$ cat src/rtl/wait_event_pkg.sv
// Shared types and helpers for the wait_event observer.
package wait_event_pkg;

    typedef enum logic [1:0] {
        RISE = 2'b00,
        FALL = 2'b01,
        HIGH = 2'b10,
        LOW  = 2'b11
    } wait_mode_t;

    typedef enum logic [1:0] {
        IDLE   = 2'b00,
        WAIT   = 2'b01,
        REPORT = 2'b10
    } wait_state_t;

    // Width of a selector able to address 'size' signals, never below one bit.
    function automatic int sel_w(input int size);
        return ($clog2(size) > 1) ? $clog2(size) : 1;
    endfunction

endpackage

$ cat src/rtl/wait_event_sync.sv
// Multi-stage resynchroniser bringing the observed DUT signals into the clk domain.
module wait_event_sync
    import wait_event_pkg::*;
#(
    parameter int WAIT_SIZE   = 5,
    parameter int SYNC_STAGES = 2
) (
    input  logic                 clk,
    input  logic                 rst_n,
    input  logic [WAIT_SIZE-1:0] d,
    output logic [WAIT_SIZE-1:0] q
);

    logic [WAIT_SIZE-1:0] stages [SYNC_STAGES];

    // Shift the raw inputs through the flop chain; cleared on reset.
    always_ff @(posedge clk) begin
        if (!rst_n) begin
            for (int unsigned i = 0; i < SYNC_STAGES; i++) begin
                stages[i] <= '0;
            end
        end else begin
            stages[0] <= d;
            for (int unsigned i = 1; i < SYNC_STAGES; i++) begin
                stages[i] <= stages[i-1];
            end
        end
    end

    assign q = stages[SYNC_STAGES-1];

endmodule

$ cat config.mk
export PLATFORM = sky130hd
export DESIGN_NAME = wait_event_sync
export DESIGN_NICKNAME = d
export VERILOG_FILES = /design/src/rtl/wait_event_pkg.sv /design/src/rtl/wait_event_sync.sv
export SDC_FILE = /design/constraint.sdc
export NUM_CORES = 1
export LEC_CHECK = 0
export CAP_MARGIN = 20
export CORE_AREA = 10 10 47 49
export CTS_BUF_LIST = sky130_fd_sc_hd__clkbuf_4 sky130_fd_sc_hd__clkbuf_8
export DETAILED_ROUTE_END_ITERATION = 7
export DIE_AREA = 0 0 57 59
export GPL_TIMING_DRIVEN = 0
export PLACE_DENSITY_LB_ADDON = 0.1
export SLEW_MARGIN = 25
export SYNTH_ARGS = -nofsm -noshare
export SYNTH_HDL_FRONTEND = slang
export SYNTH_SLANG_ARGS = --single-unit
$ cat constraint.sdc
create_clock -name clk -period 0.8 [get_ports clk]
set_input_delay 0.16 -clock clk [delete_from_list [all_inputs] [get_ports clk]]
set_output_delay 0.16 -clock clk [all_outputs]
set_load 0.02 [all_outputs]
# == Word level (Yosys, flattened, before mapping) ==
# Memories as Yosys holds them, arrays and structs flattened.
# Cells that the tools add are included.
# Widths: inputs -> output; s select.
# word_totals
reg_bits,0
ramBits,10
inputBits,7
output_inout_bits,5
elab_cells,7
n_memories,1
# op_classes
muxes,4
bitwise,2
# mem_list
name,depth,word_bits,read_ports,rd_ports_with_merged_regs,wr,line,source
stages,2,5,2,0,2,wait_event_sync.sv:14,logic [WAIT_SIZE-1:0] stages [SYNC_STAGES];
# op_table
cell,n
$mux 5,2
$mux 1,2
$or 1x1->1,2

# == Longest topological paths before layout ==
# Gate-level depths: netlist of run 1.
# logic_depth
word_depth,2
depth_mapped,1
mapped_depth_nobuf,1

# == Least setup slack after synthesis of run 1 ==
# OpenSTA, ideal clock, no wires.
# synth_timing
path_type,reg-to-output
startpoint,mem stages[1][0] (netlist: stages[0][5])
endpoint,out q[0]
arrival_ns,0.416
t_required_ns,0.640
slack_ns,0.224
path_stages_with_launch,2
n_path_buf,1
path_cell_list,dfxtp_1 -> buf_4
# synth_lines
item,line,source
"start, declared",wait_event_sync.sv:14,
"end, declared",wait_event_sync.sv:11,output logic [WAIT_SIZE-1:0] q

==> impl_metrics.yaml, run 1 <==
placed_design:
  place_ws_ps: -334
  port_buffers: 11
  place_congestion: 0.575
route:
  first_pass_iters: 2
  vias_per_cell: 3.25
  wl_per_cell_um: 8.65
  drc: 0
  vias: 166
  drt_iter0_drc: 2
  antenna_left: 0
  wirelength_um: 441
worst_setup_path:
  path_cells: "buf_6"
  r2r_slack_ps: 260
  cp.depth: 1
  reg2reg_depth: 1
  worstPathMaxFanout: 1
  crit_required_ps: 640
  rr_endpoint: "stages[0][5]"
  end_kind: "output port"
  max_stage_delay_ps: 320
  r2r_start: "stages[0][0]"
  path_buf_inv: 1
  arrival_ps: 690
  slowest_stage: "dfxtp_2"
  crit_path_start_kind: "flip-flop"
  worstSetupStartpoint: "stages[0][7]"
  crit_family: "flip-flops"
  worstSetupEndpoint: "q[2]"
  path_class: "reg2out"
clock_network:
  cts_hold_buf: 0
  clk_path_buf_depth: 2
  cts_setup_buffers: 0
  path_clk_slew_ps: 60
  cts_sinks: 10
  h-tree-depth: 1
  cts-root-buf: "clkbuf_4"
  numCtsBuffers: 3
  clock_latency_ps: 250
  cts_tree: "built"
sta:
  fin_ws_ps: -47.4
  tightest_slew_ps: 246
  rsz0062_at_grt: "true"
  finalHoldViolCount: 0
  slew_viol_final: 0
  skew_ps: 0.111
  clock.fmax_mhz: 1180
  period_share_pct: 106
  setup_viol: 5
  period_needed_ps: 847
  slew_headroom_pct: 83.5
power:
  power_density_nw_per_um2: 2340
  power_mw: 1.03
  p_leak_nw: 0.187
  irDropWorstVdd_mv: 0.846
floorplan:
  die_w_um: 57
  io_pins: 12
  core_area_um2: 1400
  rows: 14
  die_height_um: 59
  dieArea_um2: 3360
  initial_core_util_pct: 21.4
job:
  maxCapViolCount: 0
cells_and_area:
  final_net_count: 43
  largest_reg_flops: 10
  largest_register: "stages"
  final_common_cell: "and2_1"
  final_cell_mix: "10 x and2_1, 6 x clkdlybuf4s50_1, 5 x buf_6, 5 x dfxtp_1, 5 x dfxtp_2"
  areaGrowthSynthToFinish_pct: 47.1
  drive_gt1_share_pct: 40.0
  reg.largest.list: "stages: 10 flops"
  antenna_cells: 0
outcome:
  violations: "setup timing"
  outcome: "finished, violations left"
yosys:
  synth_fp_nets: 32
  syn_area_um2: 300
  syn_inst: 25
  avgSynthCellArea_um2: 12.0
  yosysUniqueCellTypes: 3
  ys_seq_elements: 10
  synth_warnings: 0
  yosysSeqAreaShare_pct: 66.7
worst_hold_path:
  hold_path_class: "reg2reg"
global_route:
  grt_pass1_vias: 195
  grt_pass1_wl_um: 828
  grt_use_total_pct: 3.51
  antenna_found_initial: 0
  grt_remaining_overflow: 0
  grt_start_max_net_pins: 11
Yosys cell counts:
| library cell | number | area share [%] |
|---|---|---|
| and2_1 | 10 | 21 |
| dfxtp_1 | 10 | 67 |
| buf_4 | 5 | 13 |
metal layers:
layer | routed length, um | part of all wire, % | GRT usage (%)
met3 | 78 | 18 | 3.86
met4 | 0 | 0 | 5.03
met5 | 0 | 0 | 0
met2 | 177 | 40 | 3.41
met1 | 185 | 42 | 3.12
final cells by class:
type / count / area, um2
fillers: 151 / 960
repair buffers: 11 / 116
clock buffers: 4 / 36.3
flip-flops and latches: 10 / 206
well taps: 16 / 20.0
multi-input cells: 10 / 62.6
cell families (layout without fill, tap and decap cells):
kind of cell | count (synthesis) | count (layout) | synth area share [%]
and+or+nand+nor | 10 | 10 | 20.8
buffers and inverters | 5 | 15 | 12.5
DFF | 10 | 10 | 66.7
worst min path at each step:
stage | start | to | slack [ps] | cells after the start
2_1_floorplan | rst_n | stages[0][0] | 280 | 1
3_3_place_gp | stages[0][3] | stages[0][8] | 410 | 1
3_5_place_dp | stages[0][3] | stages[0][8] | 420 | 1
4_1_cts | stages[0][3] | stages[0][8] | 430 | 1
5_1_grt | stages[0][1] | stages[0][6] | 450 | 1
6_report | stages[0][3] | stages[0][8] | 430 | 1
timing repair:
action / in CTS / in global routing
endpoints found under the hold margin: 0 / 0
setup endpoints to repair: 5 / 5
resized for setup: 35 / 0
report_power, final:
| part | leakage, nW | switching (mW) | internal (mW) |
|---|---|---|---|
| Combinational | 0.0816 | 0.0273 | 0.0541 |
| Clock | 0.0210 | 0.148 | 0.275 |
| Sequential | 0.0847 | 0.00653 | 0.523 |
through the flow:
stage / instance area, um2 / hold WS (ps) / TNS (ps) / utilization [%] / cells
4_1_cts: 442 / 430 / -304 / 31.5 / 51
5_1_grt: 442 / 446 / -420 / 31.5 / 51
3_3_place_gp: 430 / 410 / -3390 / 30.7 / 52
2_1_floorplan: 300 / 282 / 0 / - / 25
6_report: 442 / 426 / -234 / 31.5 / 51
3_5_place_dp: 430 / 416 / -3750 / 30.7 / 52
Power figures use the tool's default switching activity.
==> run 2: changes to the inputs <==
PLACE_DENSITY_LB_ADDON = default   (was 0.1)
SLEW_MARGIN = 30   (was 25)
==> impl_metrics.yaml, run 2 (same netlist as run 1, synthesis figures left out) <==
route:
  top_layer: "met4"
  vias: 169
  drt-met1-wl_um: 156
  first_pass_iters: 2
  vias_per_cell: 3.31
  drc: 0
  drt_iter0_drc: 1
  wl_met2_um: 178
  wl_per_cell_um: 8.67
  antenna_left: 0
  met3_length_um: 83
  wirelength_um: 442
cells_and_area:
  largest_register: "stages"
  largest_reg_flops: 10
  fillers: 148
  reg.largest.list: "stages: 10 flops"
  ff_latch_area_um2: 206
  final_common_cell: "and2_1"
  design_area_um2: 442
  drive_gt1_share_pct: 40.0
  areaGrowthSynthToFinish_pct: 47.1
  final_cell_mix: "10 x and2_1, 6 x clkdlybuf4s50_1, 5 x buf_6, 5 x dfxtp_1, 5 x dfxtp_2"
  multiInputGateArea_um2: 62.6
  final_net_count: 43
  antenna_cells: 0
global_route:
  grt_pass1_vias: 163
  grt_remaining_overflow: 0
  grt_start_max_net_pins: 11
  grt_pass1_wl_um: 690
  grt_use_total_pct: 2.99
  antenna_found_initial: 0
floorplan:
  initial_core_util_pct: 21.4
  rows: 14
  io_pins: 12
  die_w_um: 57
  die_height_um: 59
  dieArea_um2: 3360
  core_area_um2: 1400
power:
  power_density_nw_per_um2: 2360
  clkPwrFrac_pct: 41.4
  power_frac_seq_pct: 50.8
  internal_power_mw: 0.853
  irDropWorstVdd_mv: 0.619
  power_mw: 1.04
  p_sw_mw: 0.189
  pwr-share-comb_pct: 7.8
  p_leak_nw: 0.187
  switching_share_pct: 18.1
clock_network:
  clk_path_buf_depth: 2
  cts_hold_buf: 0
  numCtsBuffers: 3
  cts_setup_buffers: 0
  h-tree-depth: 1
  cts-root-buf: "clkbuf_4"
  clock_latency_ps: 250
  cts_sinks: 10
  cts_tree: "built"
  path_clk_slew_ps: 60
worst_setup_path:
  crit_family: "flip-flops"
  worstPathMaxFanout: 1
  path_cells: "buf_6"
  end_kind: "output port"
  crit_path_start_kind: "flip-flop"
  path_class: "reg2out"
  slowest_stage: "dfxtp_2"
  arrival_ps: 690
  path_buf_inv: 1
  max_stage_delay_ps: 320
  crit_required_ps: 640
outcome:
  outcome: "finished, violations left"
  violations: "setup timing"
sta:
  slew_viol_final: 0
  period_share_pct: 107
  tightest_slew_ps: 236
  finalHoldViolCount: 0
  clock.fmax_mhz: 1170
  period_needed_ps: 853
  rsz0062_at_grt: "true"
  slew_headroom_pct: 84.2
  setup_viol: 5
  skew_ps: 0.142
  fin_ws_ps: -52.7
worst_hold_path:
  hold_path_class: "reg2reg"
placed_design:
  port_buffers: 11
  place_congestion: 0.599
  postPlaceCellArea_um2: 430
job:
  maxCapViolCount: 0
## run 2: cell counts in the layout (fill, tap and decap cells not counted)
Identical to the previous run, type by type.
## run 2: area by class of cell
class / count / share of cell area (%)
flip-flops and latches: 10 / 46.7
multi-input cells: 10 / 14.2
clock buffers: 4 / 8.22
well taps: 16 / 4.53
repair buffers: 11 / 26.3
## run 2: metal layers
layer	GRT usage, %	vias up
li1	-	89
met3	3.00	2
met4	6.04	0
met5	0	-
met1	2.40	69
met2	2.64	9
## run 2: through the flow
step | instances | setup TNS [ps] | setup slack [ps] | hold slack, ps | utilization (%)
detailed placement | 52 | -3810 | -343 | 414 | 30.7
global route | 51 | -387 | -79.6 | 446 | 31.5
finish | 51 | -247 | -52.7 | 425 | 31.5
global placement | 52 | -3620 | -328 | 409 | 30.7
CTS | 51 | -303 | -63.9 | 429 | 31.5
floorplan | 25 | 0 | 224 | 282 | -
## run 2: power groups by stage
stage	registers, mW	logic (mW)	clock network (mW)
2_1_floorplan	0.536	0.0412	0
3_3_place_gp	0.536	0.0922	0
3_5_place_dp	0.537	0.0938	0
4_1_cts	0.530	0.0827	0.445
5_1_grt	0.532	0.0867	0.465
6_report	0.529	0.0809	0.431
## run 2: path summary, 6_finish.rpt
kind                              startpoint            to  slack (ps)  cells after the start
worst max-delay path            stages[0][7]          q[2]         -50                      1
worst min-delay path            stages[0][3]  stages[0][8]         430                      1
worst max register to register  stages[0][2]  stages[0][7]         260                      1
worst min register to register  stages[0][3]  stages[0][8]         430                      1
## run 2: timing repair
| item | CTS | global route |
|---|---|---|
| resized for setup | 35 | 0 |
| setup endpoints to repair | 5 | 5 |
| hold endpoints to repair | 0 | 0 |
